--- src/rtl/srl_fifo_16xw_pkg.sv ---
// Shared depth/width constants and occupancy codes for the 16-deep SRL FIFO.
package srl_fifo_16xw_pkg;

    localparam int FIFO_DEPTH = 16;
    localparam int FIFO_CW    = 5;
    localparam int FIFO_AW    = 4;

    typedef logic [FIFO_CW-1:0] count_t;
    typedef logic [FIFO_AW-1:0] addr_t;

    localparam count_t CNT_EMPTY = 5'd0;
    localparam count_t CNT_FULL  = 5'd16;

endpackage

--- src/rtl/srl_fifo_16xw_srl.sv ---
// One-bit, 16-deep addressable shift register (SRL16 style); storage is never reset.
module srl_fifo_16xw_srl
    import srl_fifo_16xw_pkg::*;
(
    input  logic  clk,
    input  logic  ce,
    input  logic  d,
    input  addr_t addr,
    output logic  q
);

    logic [FIFO_DEPTH-1:0] sr;

    always_ff @(posedge clk) begin
        if (ce) begin
            sr <= {sr[FIFO_DEPTH-2:0], d};
        end
    end

    assign q = sr[addr];

endmodule

--- src/rtl/srl_fifo_16xw.sv ---
// 16-deep WIDTH-bit FIFO on SRL storage: accept logic, occupancy counter, flags, read register.
// Optional ALMOST_FULL/ALMOST_EMPTY ports are built only when SRL_FIFO_ALMOST_EN is defined.
module srl_fifo_16xw
    import srl_fifo_16xw_pkg::*;
#(
    parameter int WIDTH     = 8,
    parameter int AF_THRESH = 12,
    parameter int AE_THRESH = 2
) (
    input  logic             CLK,
    input  logic             RST,
    input  logic             WR_EN,
    input  logic [WIDTH-1:0] DIN,
    output logic             FULL,
    input  logic             RD_EN,
    output logic [WIDTH-1:0] DOUT,
    output logic             VALID,
    output logic             EMPTY,
    output count_t           COUNT,
    output logic             OVFL,
    output logic             UNFL
`ifdef SRL_FIFO_ALMOST_EN
    ,
    output logic             ALMOST_FULL,
    output logic             ALMOST_EMPTY
`endif
);

    logic             wr_acc;
    logic             rd_acc;
    count_t           count_nxt;
    addr_t            rd_addr;
    logic [WIDTH-1:0] rd_tap;

    assign wr_acc  = WR_EN & ~FULL;
    assign rd_acc  = RD_EN & ~EMPTY;
    // Oldest entry sits at COUNT-1; at COUNT=16 the 4-bit wrap gives 15 as required.
    assign rd_addr = COUNT[FIFO_AW-1:0] - 4'd1;

    for (genvar i = 0; i < WIDTH; i++) begin : g_bit
        srl_fifo_16xw_srl u_srl (
            .clk  (CLK),
            .ce   (wr_acc),
            .d    (DIN[i]),
            .addr (rd_addr),
            .q    (rd_tap[i])
        );
    end

    always_comb begin
        count_nxt = COUNT;
        if (wr_acc && !rd_acc) begin
            count_nxt = COUNT + 5'd1;
        end else if (rd_acc && !wr_acc) begin
            count_nxt = COUNT - 5'd1;
        end
    end

    always_ff @(posedge CLK or posedge RST) begin
        if (RST) begin
            COUNT <= CNT_EMPTY;
            EMPTY <= 1'b1;
            FULL  <= 1'b0;
            DOUT  <= '0;
            VALID <= 1'b0;
            OVFL  <= 1'b0;
            UNFL  <= 1'b0;
        end else begin
            COUNT <= count_nxt;
            EMPTY <= (count_nxt == CNT_EMPTY);
            FULL  <= (count_nxt == CNT_FULL);
            OVFL  <= WR_EN & FULL;
            UNFL  <= RD_EN & EMPTY;
            VALID <= rd_acc;
            if (rd_acc) begin
                DOUT <= rd_tap;
            end
        end
    end

`ifdef SRL_FIFO_ALMOST_EN
    localparam count_t AF_CODE = count_t'(AF_THRESH);
    localparam count_t AE_CODE = count_t'(AE_THRESH);

    always_ff @(posedge CLK or posedge RST) begin
        if (RST) begin
            ALMOST_FULL  <= 1'b0;
            ALMOST_EMPTY <= 1'b1;
        end else begin
            ALMOST_FULL  <= (count_nxt >= AF_CODE);
            ALMOST_EMPTY <= (count_nxt <= AE_CODE);
        end
    end
`else
    logic unused_thresh;
    assign unused_thresh = ^{AF_THRESH[0], AE_THRESH[0]};
`endif

endmodule
--- config.mk ---
export PLATFORM = sky130hd
export DESIGN_NAME = srl_fifo_16xw
export DESIGN_NICKNAME = d
export VERILOG_FILES = /design/src/rtl/srl_fifo_16xw_pkg.sv /design/src/rtl/srl_fifo_16xw_srl.sv /design/src/rtl/srl_fifo_16xw.sv
export SDC_FILE = /design/constraint.sdc
export NUM_CORES = 1
export LEC_CHECK = 0
export ABC_CLOCK_PERIOD_IN_PS = 4590
export CELL_PAD_IN_SITES_DETAIL_PLACEMENT = 0
export CELL_PAD_IN_SITES_GLOBAL_PLACEMENT = 2
export CORE_MARGIN = 2
export CORE_UTILIZATION = 35
export DETAILED_ROUTE_END_ITERATION = 6
export PLACE_DENSITY = 0.68
export SLEW_MARGIN = 20
export SYNTH_ARGS = -nofsm -noshare
export SYNTH_HDL_FRONTEND = slang
export SYNTH_SLANG_ARGS = --single-unit
--- constraint.sdc ---
create_clock -name CLK -period 4.59 [get_ports CLK]
set_input_delay 0.6885 -clock CLK [delete_from_list [all_inputs] [get_ports CLK]]
set_output_delay 0.6885 -clock CLK [all_outputs]
set_load 0.005 [all_outputs]
==> metrics.cfg <==
[cells_and_area]
nNetsFinal = 345
syn2layout_area_growth_pct = 19.6
area.sequential_um2 = 4300
postLayoutCellArea_um2 = 6870
inserted_diodes = 0
final.fill_count = 1412
area_occupied_by_multi_input_gates_um2 = 1330
drive_above_1_share = 0.212

[clock_network]
htree_levels = 4
worst_setup_hold_path_clk_slew_ns = 0.06
clk_latency_ns = 0.42
cts.path.max_buffers = 2
cts_resized = 0
tritoncts.num_buffers = 17
root_driver = clkbuf_16
tritoncts = done
cts.sink_count = 146
cts_setup_buffers = 0
cts_hold_buf = 0

[power]
maximum_vdd_drop_v = 0.000330
power_density_nw_per_um2 = 749
switching_share = 0.295
power_report.internal_total_mw = 3.63
sequentialPowerShare = 0.404
p_leak_nw = 2.31
netSwitchingPower_mw = 1.52
clockPowerShare = 0.278
combinationalPowerShare = 0.318

[floorplan]
initial_utilization = 0.360
floorplan.die.width_um = 132
die_h_um = 132
num_io_pins = 30
row_count = 46
fp.coreArea_um2 = 15900
die_area_um2 = 17400

[grt]
grt_overflow_total = 0
antenna_found_initial = 0
grt_first_pass_wirelength_um = 16400
pin_count_of_the_biggest_net_entering_global_routing = 57
first_global_vias = 2822
global_route_usage_sum = 0.126

[placed_design]
place.gp.congestion = 0.737
buffer_ports.inserted = 29
placed_cell_area_um2 = 6260
detailed_placement_hpwl_um = 6170

[logic_synthesis]
most_frequently_used_cell_type_in_the_post_synthesis_netlist = edfxtp_1
yosys.cell_types.count = 42
yosysWarningCount = 0
top_cells_by_area_synth = edfxtp_1, mux4_2, dfrtp_1
async_flop_share = 0.123
synthCells = 290
ys_ff_latch = 146
postSynthAreaPerCell_um2 = 19.8
synth_area_leader_cell = edfxtp_1
synth_edf_count = 128
postSynth.topFlopCell = edfxtp_1
post_synth_most_frequent_cells = edfxtp_1, mux4_2, dfrtp_1
syn_nets = 304
ys_seq_area_frac = 0.748
mappedNetlistArea_um2 = 5740
synth_top_area_share = 0.670

[routing]
ant_nets = 0
detail_route.wirelength_um = 10100
wl_per_cell_um = 18.1
drtPass1Iterations = 4
via_count = 2761
drt_drc_violations_left = 0
via_cell_ratio = 4.93
1st_iter_drt_viols = 278

[hold_path]
timing.hold.worst.class = flip-flop to flip-flop
cell_count_of_the_worst_hold_path = 0

[timing]
final_hold_viol_count = 0
final.min_clock_period_ns = 2.74
rsz0062_at_grt = false
slew_viol_final = 0
final.period_utilization = 0.597
max_freq_mhz = 365
final.setup_skew_ns = 0.00920
worstMarginPinSlew_ns = 0.954
relSlewSlack = 0.364
final-setup-viol-count = 0
finalSetupTns_ns = 0

[critical_path]
crit_path_cell_trace = inv_1 -> ha_1 -> buf_4 -> mux4_2 -> nor2b_1 -> a21oi_1 -> a31oi_1
critical_path_peak_fanout = 20
timing.critical_path.required_ns = 4.87
critical_path.startpoint_type = flip-flop
worst_setup_path_end_kind = flip-flop
data_arrival_time_of_the_worst_path_ns = 3.02
path_class = flip-flop to flip-flop
timing.reg2reg.worst_path_depth = 7
crit_slowest_cell = ha_1
max_stage_delay_ns = 0.93

[run_status]
run_status = finished clean

[flow_run]
maxCapViolCount = 0

## sequential cells by signal, indices dropped and copies added, names as in the netlist
signal	cells
COUNT	5
DOUT	8
EMPTY	1
FULL	1
OVFL	1
UNFL	1
VALID	1
g_bit.u_srl.sr	128
## final cells by class
cell class,count,share of cell area
Clock buffer,25,0.0693
Clock inverter,7,0.0193
Inverter,8,0.00474
Multi-Input combinational cell,124,0.194
Sequential cell,146,0.626
Tap cell,216,0.0394
Timing Repair Buffer,34,0.0477
## through the flow
stage / total power [mW] / worst slack, ns / utilization / std cells / hold slack, ns
2_1_floorplan: 3.26 / 0.0637 / - / 290 / 0.421
3_3_place_gp: 3.75 / 1.70 / 0.392 / 528 / 0.424
3_5_place_dp: 3.78 / 1.64 / 0.392 / 528 / 0.429
4_1_cts: 5.23 / 1.75 / 0.431 / 560 / 0.444
5_1_grt: 5.43 / 1.67 / 0.431 / 560 / 0.452
6_report: 5.14 / 1.85 / 0.431 / 560 / 0.441
## critical path, delay by kind of cell, from the launching register on
family | cells | cell delay [ns]
AO/OA/AOI/OAI | 2 | 0.23
adder cells (fa/ha/maj) | 1 | 0.93
AND/OR/NAND/NOR | 1 | 0.17
flip-flops | 1 | 0.49
buffers and inverters | 2 | 0.45
multiplexers | 1 | 0.32
## power groups by stage
stage / registers, mW / logic, mW / clock network (mW)
after floorplan: 2.05 / 1.22 / 0
after global placement: 2.08 / 1.67 / 0
after detailed placement: 2.10 / 1.67 / 0
after CTS: 2.08 / 1.68 / 1.47
after global routing: 2.12 / 1.78 / 1.53
final: 2.08 / 1.64 / 1.43
## final timing paths
path                                            from                   end  slack [ns]
max in group asynchronous                        RST              COUNT[0]        3.27
worst min register to register  g_bit[7].u_srl.sr[5]  g_bit[7].u_srl.sr[6]        0.44
worst min-delay path            g_bit[7].u_srl.sr[5]  g_bit[7].u_srl.sr[6]        0.44
min in group asynchronous                        RST                 VALID        0.75
worst max register to register              COUNT[1]               DOUT[0]        1.85
worst max-delay path                        COUNT[1]               DOUT[0]        1.85
## placed cells by master (no fill, tap or decap), types with 2 or more instances in the layout
master / n
nand2_1: 6
nor2_1: 11
nor3_1: 2
nand3_1: 2
xnor2_1: 3
and2_1: 2
clkinv_1: 3
mux4_2: 32
o21ai_1: 3
clkdlybuf4s50_1: 29
clkbuf_1: 6
o21ai_0: 3
a21oi_1: 14
nand2b_1: 2
clkbuf_16: 17
buf_4: 5
nor2b_1: 16
a31oi_1: 7
o22ai_1: 2
dfrtp_1: 16
bufinv_16: 4
edfxtp_1: 128
ha_1: 2
a32oi_1: 2
inv_1: 5
clkbuf_8: 2
## cell families (layout without fill, tap and decap cells)
group / count (synthesis) / after routing / synth area share
flip-flops: 146 / 146 / 0.748
AND/OR/NAND/NOR: 46 / 46 / 0.0456
AO/OA/AOI/OAI: 40 / 40 / 0.0501
multiplexers: 32 / 32 / 0.126
buffers and inverters: 20 / 74 / 0.0201
XOR/XNOR: 4 / 4 / 0.00610
adder cells (fa/ha/maj): 2 / 2 / 0.00436
## layer usage
metal | track usage | part of all wire | routed length (µm) | vias up
met1 | 0.176 | 0.49 | 4920 | 1409
met5 | 0 | 0 | 0 | -
met2 | 0.175 | 0.44 | 4430 | 73
met4 | 0.0598 | 0.020 | 198 | 0
met3 | 0.0461 | 0.058 | 590 | 20
li1 | - | - | - | 1259
No activity file was read; power rests on OpenSTA's default activity.
